--- src/rtl/ecc_pkg.sv ---
// Shared state encoding and scalar-width default for the ECC scalar-multiplication sequencer.
package ecc_pkg;

    localparam int KEY_BITS_DEF = 32;

    typedef enum logic [3:0] {
        ST_IDLE     = 4'd0,
        ST_EVAL     = 4'd1,
        ST_DBL      = 4'd2,
        ST_WAIT_DBL = 4'd3,
        ST_ADD      = 4'd4,
        ST_WAIT_ADD = 4'd5,
        ST_NEXT     = 4'd6,
        ST_WAIT_KEY = 4'd7,
        ST_FIN      = 4'd8
    } state_t;

endpackage

--- src/rtl/ecc_scalar_ctrl.sv ---
// Left-to-right double-and-add sequencer computing Q = k*P over an MSB-first key bit stream.
// Optional busy-cycle counter output o_cycles when ECC_SCALAR_CYCLE_CNT_EN is defined.
module ecc_scalar_ctrl
    import ecc_pkg::*;
#(
    parameter int KEY_BITS = KEY_BITS_DEF,
    parameter int CNT_W    = 6
) (
    input  logic        i_clk,
    input  logic        i_rst,
    input  logic        i_start,
    input  logic        i_key_bit,
    output logic        o_key_next,
    input  logic        i_key_ack,
    output logic        o_load_p,
    output logic        o_dbl_start,
    input  logic        i_dbl_done,
    output logic        o_add_start,
    input  logic        i_add_done,
    output logic        o_busy,
    output logic        o_done,
    output logic        o_inf
`ifdef ECC_SCALAR_CYCLE_CNT_EN
    ,
    output logic [31:0] o_cycles
`endif
);

    state_t           state, state_nxt;
    logic [CNT_W-1:0] cnt, cnt_nxt;
    logic             inf, inf_nxt;
    logic             bit_r, bit_nxt;

    // NOTE: sequential state uses non-blocking assignments so every register samples pre-edge values.
    always_ff @(posedge i_clk or posedge i_rst) begin
        if (i_rst) begin
            state <= ST_IDLE;
            cnt   <= '0;
            inf   <= 1'b1;
            bit_r <= 1'b0;
        end else begin
            state <= state_nxt;
            cnt   <= cnt_nxt;
            inf   <= inf_nxt;
            bit_r <= bit_nxt;
        end
    end

    // NOTE: every output of this block is defaulted first so no path can infer a latch.
    always_comb begin
        state_nxt   = state;
        cnt_nxt     = cnt;
        inf_nxt     = inf;
        bit_nxt     = bit_r;
        o_key_next  = 1'b0;
        o_load_p    = 1'b0;
        o_dbl_start = 1'b0;
        o_add_start = 1'b0;
        o_done      = 1'b0;
        o_busy      = (state != ST_IDLE);

        case (state)
            ST_IDLE: begin
                if (i_start) begin
                    state_nxt = ST_EVAL;
                    cnt_nxt   = CNT_W'(KEY_BITS - 1);
                    inf_nxt   = 1'b1;
                end
            end
            ST_EVAL: begin
                bit_nxt = i_key_bit;
                // While R is at infinity the first set bit is a plain load of P.
                if (inf) begin
                    if (i_key_bit) begin
                        o_load_p = 1'b1;
                        inf_nxt  = 1'b0;
                    end
                    state_nxt = ST_NEXT;
                end else begin
                    state_nxt = ST_DBL;
                end
            end
            ST_DBL: begin
                o_dbl_start = 1'b1;
                state_nxt   = ST_WAIT_DBL;
            end
            ST_WAIT_DBL: begin
                if (i_dbl_done) begin
                    state_nxt = bit_r ? ST_ADD : ST_NEXT;
                end
            end
            ST_ADD: begin
                o_add_start = 1'b1;
                state_nxt   = ST_WAIT_ADD;
            end
            ST_WAIT_ADD: begin
                if (i_add_done) begin
                    state_nxt = ST_NEXT;
                end
            end
            ST_NEXT: begin
                // The MSB is presented at start, so only KEY_BITS-1 advances are requested.
                if (cnt == '0) begin
                    state_nxt = ST_FIN;
                end else begin
                    o_key_next = 1'b1;
                    cnt_nxt    = cnt - CNT_W'(1);
                    state_nxt  = ST_WAIT_KEY;
                end
            end
            ST_WAIT_KEY: begin
                if (i_key_ack) begin
                    state_nxt = ST_EVAL;
                end
            end
            ST_FIN: begin
                o_done    = 1'b1;
                state_nxt = ST_IDLE;
            end
            default: begin
                state_nxt = ST_IDLE;
            end
        endcase
    end

    assign o_inf = inf;

`ifdef ECC_SCALAR_CYCLE_CNT_EN
    // The FIN cycle is not counted so the value seen with o_done stays put afterwards.
    always_ff @(posedge i_clk or posedge i_rst) begin
        if (i_rst) begin
            o_cycles <= '0;
        end else if ((state == ST_IDLE) && i_start) begin
            o_cycles <= '0;
        end else if (o_busy && !o_done && (o_cycles != 32'hFFFF_FFFF)) begin
            o_cycles <= o_cycles + 32'd1;
        end
    end
`endif

endmodule

--- config.mk ---
export PLATFORM = sky130hd
export DESIGN_NAME = ecc_scalar_ctrl
export DESIGN_NICKNAME = d
export VERILOG_FILES = /design/src/rtl/ecc_pkg.sv /design/src/rtl/ecc_scalar_ctrl.sv
export SDC_FILE = /design/constraint.sdc
export NUM_CORES = 1
export LEC_CHECK = 0
export CAP_MARGIN = 20
export CORE_MARGIN = 1.5
export CORE_UTILIZATION = 50
export DETAILED_ROUTE_END_ITERATION = 12
export PLACE_DENSITY = 0.72
export SLEW_MARGIN = 0
export SYNTH_ARGS = -nofsm -noshare
export SYNTH_HDL_FRONTEND = slang
export SYNTH_SLANG_ARGS = --single-unit
--- constraint.sdc ---
create_clock -name i_clk -period 3.4 [get_ports i_clk]
set_input_delay 0.68 -clock i_clk [delete_from_list [all_inputs] [get_ports i_clk]]
set_output_delay 0.68 -clock i_clk [all_outputs]
set_load 0.02 [all_outputs]
==> results of run 1 <==
==> synth_stat cells (all sizes together) <==
library cell	instances
a211oi	1
a21oi	8
a221o	1
a2bb2oi	2
a31o	1
and3	2
and4	1
buf	4
dfrtp	11
dfstp	1
ha	2
inv	7
mux2	3
mux2i	3
nand2	9
nand2b	3
nand3	4
nor2	10
nor2b	3
nor3	6
nor4	2
nor4b	1
o211ai	1
o21bai	1
o22a	1
o31ai	4
o32a	1
or3	1
or3b	1
or4	1
==> cells by family (layout without fill, tap and decap cells) <==
family | Yosys count | in the layout | synth area share (%)
AOI/OAI and AO/OA | 21 | 21 | 18.2
adders and majority gates | 2 | 2 | 2.99
buffers and inverters | 11 | 24 | 7.32
DFF | 12 | 12 | 36.0
muxes | 6 | 6 | 7.62
and+or+nand+nor | 44 | 44 | 27.8
==> routing by layer <==
| layer | global-route usage, % | up-vias |
|---|---|---|
| met4 | 12.7 | 0 |
| met5 | 0 | - |
| met2 | 28.5 | 26 |
| met1 | 32.0 | 336 |
| met3 | 5.00 | 4 |
| li1 | - | 372 |
==> power groups by stage <==
stage	logic (uW)	clock network, uW	registers (uW)
global route	437	125	312
CTS	392	120	297
finish	395	118	300
global placement	383	0	299
floorplan	352	0	252
detailed placement	390	0	300
==> path summary, 6_finish.rpt <==
kind | end | slack (ps) | depth (start not counted)
min reg2reg | bit_r | 520 | 1
max reg2reg | state[2] | 1490 | 4
min in group asynchronous | cnt[0] | 700 | 2
max | o_key_next | 500 | 5
max in group asynchronous | o_inf | 2350 | 2
min | bit_r | 520 | 1
==> layout make-up <==
class | count | area [um2] | share of cell area [%]
multi-input cells | 73 | 474 | 48.0
flip-flops and latches | 12 | 302 | 30.5
repair buffers | 13 | 130 | 13.2
clock buffers | 4 | 36.3 | 3.67
inverters | 7 | 26.3 | 2.66
well taps | 16 | 20.0 | 2.03
==> cell usage in the layout (no fill, tap or decap), types with 3 or more instances in the layout <==
master	count
nand2_1	9
nor3_1	5
nand3_1	4
clkbuf_4	3
a21oi_1	8
dfrtp_1	11
inv_1	7
clkdlybuf4s50_1	13
mux2i_1	3
nor2b_1	3
nor2_1	10
nand2b_1	3
o31ai_1	3
==> metrics by stage <==
step           cell area, um2  setup WS [ps]
2_1_floorplan             837           1280
3_3_place_gp              952            817
3_5_place_dp              952            803
4_1_cts                   988            531
5_1_grt                   988            425
6_report                  988            504
==> registers in the layout (all words and copies together), names as in the netlist <==
register	count
state	4
o_inf	1
bit_r	1
cnt	6
==> worst register-to-register path, cell delays in order, from the launching register on <==
cell and delay, ps:
dfrtp_1 610, mux2_2 380, or3_1 340, o31ai_2 90
mux2_1 360
==> run_results.csv, run 1 <==
group,metric,value,unit
timing,rsz0062_at_grt,"no",
timing,slew_headroom,69.0,%
floorplan,die_h,43.9,um
cells_and_area,finish.net_count,119,
worst_setup_path,cp.required,2720,ps
synth,ys_warn_count,0,
detailed_routing,maxUsedRoutingLayer,"met4",
timing,hold_violations,0,
timing,timing.hold.ws,520,ps
flow_run,drv_cap,0,
cells_and_area,utilization,64.1,%
detailed_routing,vias,738,
clock_network,cts_tree,"done",
clock_network,cts_hold_buf,0,
timing,max_freq,345,MHz
synth,synth_largest_area_cell,"dfrtp_1",
floorplan,start_util,54.3,%
place,io_buffers,13,
detailed_routing,route.met3.wl,92,um
worst_setup_path,cp-start-kind,"register",
timing,skew,6.87,ps
timing,finalSetupViolCount,0,
clock_network,post_cts_resized,0,
synth,syn_area,837,um2
timing,layout_min_cycle_time,2900,ps
cells_and_area,n_antenna_cell,0,
worst_setup_path,crit_path_end_kind,"primary output",
synth,synthesis.nets,105,
worst_setup_path,cp_slowest_cell,"clkdlybuf4s50_1",
cells_and_area,area_growth,18.1,%
synth,synth-seq-cells,12,
outcome,status,"finished, final reports clean",
clock_network,clk_pin_slew_worst_paths,80,ps
detailed_routing,wl_per_cell,14.1,um
worst_setup_path,cpPeakStageDelay,680,ps
global_route,grt_max_degree,15,
detailed_routing,drcViolationCount,0,
synth,synth_cell_types,36,
power_and_ir_drop,switchingPower,357,uW
detailed_routing,totalWireLength,1770,um
detailed_routing,drt_iter0_drc,20,
clock_network,cts_setup_buffers,0,
floorplan,ios,14,
global_route,grt_antenna_before_repair,0,
floorplan,coreArea,1540,um2
timing,worst_slew_pin_slew,465,ps
timing,slew_violations,0,
global_route,track_usage,21.7,%
global_route,grt_pass1_vias,663,
worst_setup_path,cp_max_fo,4,
synth,netlist_instances,96,
power_and_ir_drop,powerDensity,822,nW/um2
cells_and_area,num-fill-cells,128,
worst_setup_path,critPathLaunch,"cnt[0]",
clock_network,cts_max_level,1,
synth,yosysTopAreaCellShare,32.9,%
clock_network,clk_latency,280,ps
cells_and_area,final-instance-count-excl-fill,125,
worst_setup_path,crit_chain,"inv_1 > ha_1 > and3_2 > nor3_1 > clkdlybuf4s50_1",
power_and_ir_drop,power.internal,455,uW
detailed_routing,via_per_inst,5.90,
worst_setup_path,r2r_start,"state[2]",
min_path,min-delay-start,"bit_r",
detailed_routing,drt_pass1_iterations,4,
place,dp.cells,121,
timing,final.period_utilization,85.2,%
global_route,grt.overflow.total,0,
detailed_routing,drt-met1-wl,938,um
power_and_ir_drop,sequentialPowerShare,36.9,%
clock_network,cts_root_buffer,"clkbuf_4",
detailed_routing,met2_length,689,um
power_and_ir_drop,total_power,813,uW
cells_and_area,drive_gt1_share,11.0,%
min_path,hold_class,"reg2reg",
global_route,grt_pass1_wl,2970,um
power_and_ir_drop,p_clk_share,14.5,%
synth,synthTopCellsByArea,"dfrtp_1, a21oi_1, nor2_1, nand2_1, mux2i_1",
clock_network,ctsLongestPathBuffers,2,
worst_setup_path,worstSetupPathType,"reg2out",
worst_setup_path,cp_num_buf_inv,2,
power_and_ir_drop,combPwrFrac,48.6,%
synth,synth_seq_area_share,36.0,%
worst_setup_path,cp.arrival,2220,ps
timing,fin_tns_setup,0,ps
synth,avgSynthCellArea,8.72,um2
clock_network,clock_sinks,12,
floorplan,die_area,1930,um2
place,gp_congestion,0.797,
detailed_routing,ant_nets,0,
power_and_ir_drop,ir_drop,488,uV
floorplan,rows,14,
floorplan,dieWidth,43.9,um
clock_network,cts_made_buffers,3,
worst_setup_path,crit_family,"buffers and inverters",
power_and_ir_drop,p_leak,0.000391,uW
place,dpl.hpwl,1270,um
power_and_ir_drop,p_sw_share,44.0,%
Power figures use the tool's default switching activity.
==> inputs of run 2 (changes only) <==
SLEW_MARGIN = 20   (was 0)
==> results of run 2 <==
Final layout, timing and power as in run 1 (identical DEF).
==> RTL edit 1: new RTL, settings of run 1 <==
Set the parameter `CNT_W` to 12 (it was 6).
--- a/src/rtl/ecc_scalar_ctrl.sv
+++ b/src/rtl/ecc_scalar_ctrl.sv
@@ -4,7 +4,7 @@
     import ecc_pkg::*;
 #(
     parameter int KEY_BITS = KEY_BITS_DEF,
-    parameter int CNT_W    = 6
+    parameter int CNT_W    = 12
 ) (
     input  logic        i_clk,
     input  logic        i_rst,
Function: no difference found for any inputs over 10 cycles, from zero or initial values and one cycle with i_rst high; that may be too few to reach the edited logic, so the function may still have changed.
==> RTL edit 1 against run 1 <==
  * Worst setup slack got worse by 0.24 ns
  * Clock skew fell by 0.0054 ns
  * Core utilization fell by 0.52 points
  * Final cell count rose by 29%
  * Synthesized area rose by 34%
  * Design area rose by 31%
  * Global-route usage fell by 0.74 points
  * Total power rose by 38%
  * Sequential cell count rose by 6
  * Hold slack got worse by 0.0020 ns
  * Die area rose by 31%
  * Wire length rose by 33%
  * First-iteration DRC count rose by 15%
==> RTL edit 1: results (changes against run 1) <==
* Worst Hold Path EP: o_inf
* Synth Area per Inst at 9.25 sq um (+6.1%)
* Largest net degree at the start of global routing at 19 (+4)
* Commonest cells in the netlist: 17 x dfrtp_1, 11 x nand2_1, 8 x a21oi_1, 8 x nor2_1
* Placed inst area at 1260 sq um (+33%)
* R2R depth at 7 (+3)
* CP arrival at 2.45 ns (+0.23 ns)
* VDD IR max at 0.554 mV (+14%)
* Synth unique cells at 41 (+14%)
* Flop-to-flop setup slack at 1.27 ns (-0.22 ns)
* Reg-to-Reg End: state[1]
* Vias in the first global route at 950 (+43%)
* Net count after synthesis at 129 (+23%)
* Via/cell ratio at 6.27 (+6.1%)
* Fin Hold WS at 0.518 ns (-0.00203 ns)
* Final wirelength at 2.35 mm (+33%)
* Net count, final at 143 (+20%)
* Hold path startpoint: o_inf
* Initial DRC Count at 23 (+15%)
* Detailed-placement wirelength estimate at 1.69 mm (+33%)
* Pre-CTS WS at 0.596 ns (-0.207 ns)
* Max FO, Critical Path at 9 (+5)
* Status: complete, no violations
* WL/cell at 14.6 um (+3.2%)
* First-pass GRT wire length at 4.14 mm (+40%)
* Clock transition at path regs at 0.10 ns (+0.02 ns)
* Total track usage at 20.9% (-0.74 points)
* Hold Crit Depth at 2 (+1)
* Worst R2R Start: cnt[0]
* Largest regs: cnt: 12 flops, state: 4 flops
* Clk_skew at 0.00148 ns (-0.00540 ns)
* Seq/Total Area, Yosys at 40.3% (+4.3 points)
* Worst-Margin Slew at 0.670 ns (+0.205 ns)
==> RTL edit 1: cell count changes in the layout (fill, tap and decap cells not counted), sizes merged, moves of 3 or more <==
| cell | delta |
|---|---|
| dfrtp | +6 |
| o21ai | +4 |
| nand4b | +3 |
| nor4b | +3 |
| o41ai | +3 |
==> RTL edit 1: power by group <==
group          internal, mW  total (mW)  switching (mW)
clock                0.0652       0.129          0.0636
sequential            0.308       0.470           0.162
combinational         0.253       0.524           0.271
==> RTL edit 1: worst max path at each step <==
stage	startpoint	end	slack [ns]	cells after the start
4_1_cts	cnt[0]	o_key_next	0.26	6
3_3_place_gp	cnt[0]	o_key_next	0.64	6
3_5_place_dp	cnt[0]	o_key_next	0.60	6
5_1_grt	cnt[0]	o_key_next	0.14	6
6_report	cnt[0]	o_key_next	0.27	6
2_1_floorplan	cnt[0]	o_key_next	1.17	5
==> RTL edit 1: area by class of cell <==
class                      instances  area (sq um)
multi-input combinational         91           613
timing repair buffer              14           138
sequential                        18           452
fill                             176           743
inverter                           7          26.3
clock buffer                       4          36.3
tap                               27          33.8
==> RTL edit 1: routing by layer <==
metal | vias to the layer above | track usage, % | share of wire (%)
li1 | 491 | - | -
met1 | 485 | 27.3 | 47
met2 | 29 | 35.7 | 47
met3 | 4 | 2.98 | 4.2
met4 | 0 | 6.76 | 1.1
met5 | - | 0 | 0
==> RTL edit 1: cell families after synthesis <==
kind of cell / after synthesis / share of synthesized area [%]
mux: 6 / 5.59
fa+ha+maj: 1 / 1.12
flops: 18 / 40.3
buf+inv: 12 / 4.92
simple gates: 56 / 30.2
compound gates: 28 / 17.9
==> RTL edit 1: worst max-delay path: stages (launching register included) <==
cell             delay [ns]
dfrtp_1                0.41
inv_1                  0.10
ha_1                   0.22
or4b_4                 0.50
o31ai_4                0.25
inv_2                  0.12
clkdlybuf4s50_1        0.56
==> RTL edit 2: new RTL, settings of run 1 <==
Without the edit above. The 9 states of `state_t` get a one-hot encoding in 9 bits.
--- a/src/rtl/ecc_pkg.sv
+++ b/src/rtl/ecc_pkg.sv
@@ -3,16 +3,16 @@
 
     localparam int KEY_BITS_DEF = 32;
 
-    typedef enum logic [3:0] {
-        ST_IDLE     = 4'd0,
-        ST_EVAL     = 4'd1,
-        ST_DBL      = 4'd2,
-        ST_WAIT_DBL = 4'd3,
-        ST_ADD      = 4'd4,
-        ST_WAIT_ADD = 4'd5,
-        ST_NEXT     = 4'd6,
-        ST_WAIT_KEY = 4'd7,
-        ST_FIN      = 4'd8
+    typedef enum logic [8:0] {
+        ST_IDLE     = 9'b000000001,
+        ST_EVAL     = 9'b000000010,
+        ST_DBL      = 9'b000000100,
+        ST_WAIT_DBL = 9'b000001000,
+        ST_ADD      = 9'b000010000,
+        ST_WAIT_ADD = 9'b000100000,
+        ST_NEXT     = 9'b001000000,
+        ST_WAIT_KEY = 9'b010000000,
+        ST_FIN      = 9'b100000000
     } state_t;
 
 endpackage
Check against the original RTL: same outputs for any inputs over 10 cycles, from zero or initial values and one cycle with i_rst high; not proved beyond that.
==> RTL edit 2 against run 1 <==
  * Synthesized area rose by 29%
  * Wire length rose by 34%
  * Largest cell class unchanged
  * Sequential power rose by 6.7%
  * Critical endpoint is now o_dbl_start
  * Total power rose by 3.8%
  * Worst setup slack got worse by 0.20 ns
  * Hold slack got worse by 0.036 ns
  * Design area rose by 28%
  * Sequential cell count rose by 5
==> RTL edit 2: results (changes against run 1) <==
* Clk_skew at 0.00133 ns (-0.00554 ns)
* Net count, final at 136 (+14%)
* First-pass GRT wire length at 4.28 mm (+44%)
* Initial DRC Count at 23 (+15%)
* Net count after synthesis at 122 (+16%)
* Layout area overhead at 17.3%
* Async set or reset register ratio after synthesis at 100% (unchanged)
* Clk_lat worst skew at 0.30 ns (+0.02 ns)
* Placed inst area at 1230 sq um (+29%)
* Share of layout cells above drive strength 1 at 12.7% (+1.7 points)
* WL/cell at 15.5 um (+9.5%)
* Via/cell ratio at 5.99 (+1.5%)
* Status: complete, no violations
* FILL cells at 172 (+34%)
* Total track usage at 23.2% (+1.5 points)
* Synth Area per Inst at 9.54 sq um (+9.5%)
* Largest net degree at the start of global routing at 18 (+3)
* Max FO, Critical Path at 11 (+7)
* VDD IR max at 0.369 mV (-24%)
* Placed insts at 149 (+23%)
* Seq/Total Area, Yosys at 39.7% (+3.7 points)
* Power of the clock network at 114 uW (-3%)
* Detailed-placement wirelength estimate at 1.76 mm (+39%)
* PwrDens at 667 nW/um^2 (-19%)
* CP arrival at 2.41 ns (+0.19 ns)
* Crit path largest cell delay at 0.66 ns (-0.02 ns)
* Pre-CTS WS at 0.581 ns (-0.221 ns)
* Commonest cells in the netlist: 15 x dfrtp_1, 11 x nor2_1, 7 x nor3_1, 6 x inv_1
* Comb. pwr at 409 uW (+4%)
* Switching Power at 347 uW (-3.0%)
* Leakage at 0.524 nW (+34%)
* Cell family with most CP delay: simple AND/OR/NAND/NOR gates
* Clock transition at path regs at 0.10 ns (+0.02 ns)
* Vias in the first global route at 883 (+33%)
* ANT cells at 0 (unchanged)
* Synth top area cells: dfrtp_1 35%, dfstp_2 4.9%, nor4b_1 4.1%
* GP Congestion at 0.836 (+5.0%)
* Worst-Margin Slew at 0.631 ns (+0.167 ns)
* Final wirelength at 2.37 mm (+34%)
-- RTL edit 2: metal layers --
layer | vias to the layer above | routed length [um] | track usage, %
met2 | 31 | 1070 | 33.6
met3 | 5 | 146 | 4.60
met5 | - | 0 | 0
met4 | 0 | 41 | 9.26
li1 | 448 | - | -
met1 | 433 | 1110 | 33.9
-- RTL edit 2: logic make-up (layout without fill, tap and decap cells) --
logic type / count (synthesis) / after routing / share of synthesized area [%]
buffers and inverters: 12 / 25 / 4.41
xor gates and xnor gates: 2 / 2 / 1.62
adders and majority gates: 3 / 3 / 3.25
muxes: 5 / 5 / 4.76
AOI/OAI and AO/OA: 16 / 16 / 11.0
DFF: 17 / 17 / 39.7
and+or+nand+nor: 58 / 58 / 35.3
-- RTL edit 2: repair_timing --
action / in CTS / in global routing
endpoints found under the setup margin: 0 / 1
resized for setup: 0 / 1
endpoints found under the hold margin: 0 / 0
-- RTL edit 2: layout make-up --
cell class                 count  share of cell area (%)
timing repair buffer          15                    11.5
tap                           27                    2.67
sequential                    17                    33.8
inverter                       6                    1.78
clock buffer                   4                    2.08
multi-input combinational     84                    48.2
-- RTL edit 2: path summary, 6_finish.rpt --
check / to / start / cells after the start / slack [ns]
worst min register to register: cnt[5] / cnt[5] / 1 / 0.48
min in group asynchronous: bit_r / i_rst / 2 / 0.75
worst min-delay path: cnt[5] / cnt[5] / 1 / 0.48
worst max-delay path: o_dbl_start / state[3] / 4 / 0.31
max in group asynchronous: cnt[2] / i_rst / 2 / 2.25
worst max register to register: state[1] / state[1] / 4 / 1.36
-- RTL edit 2: worst reg2reg max path, cell delays in order, from the launching register on --
cell     delay (ns)
dfrtp_1        0.48
or3_4          0.44
or3_1          0.36
or4_1          0.42
nor4_2         0.25
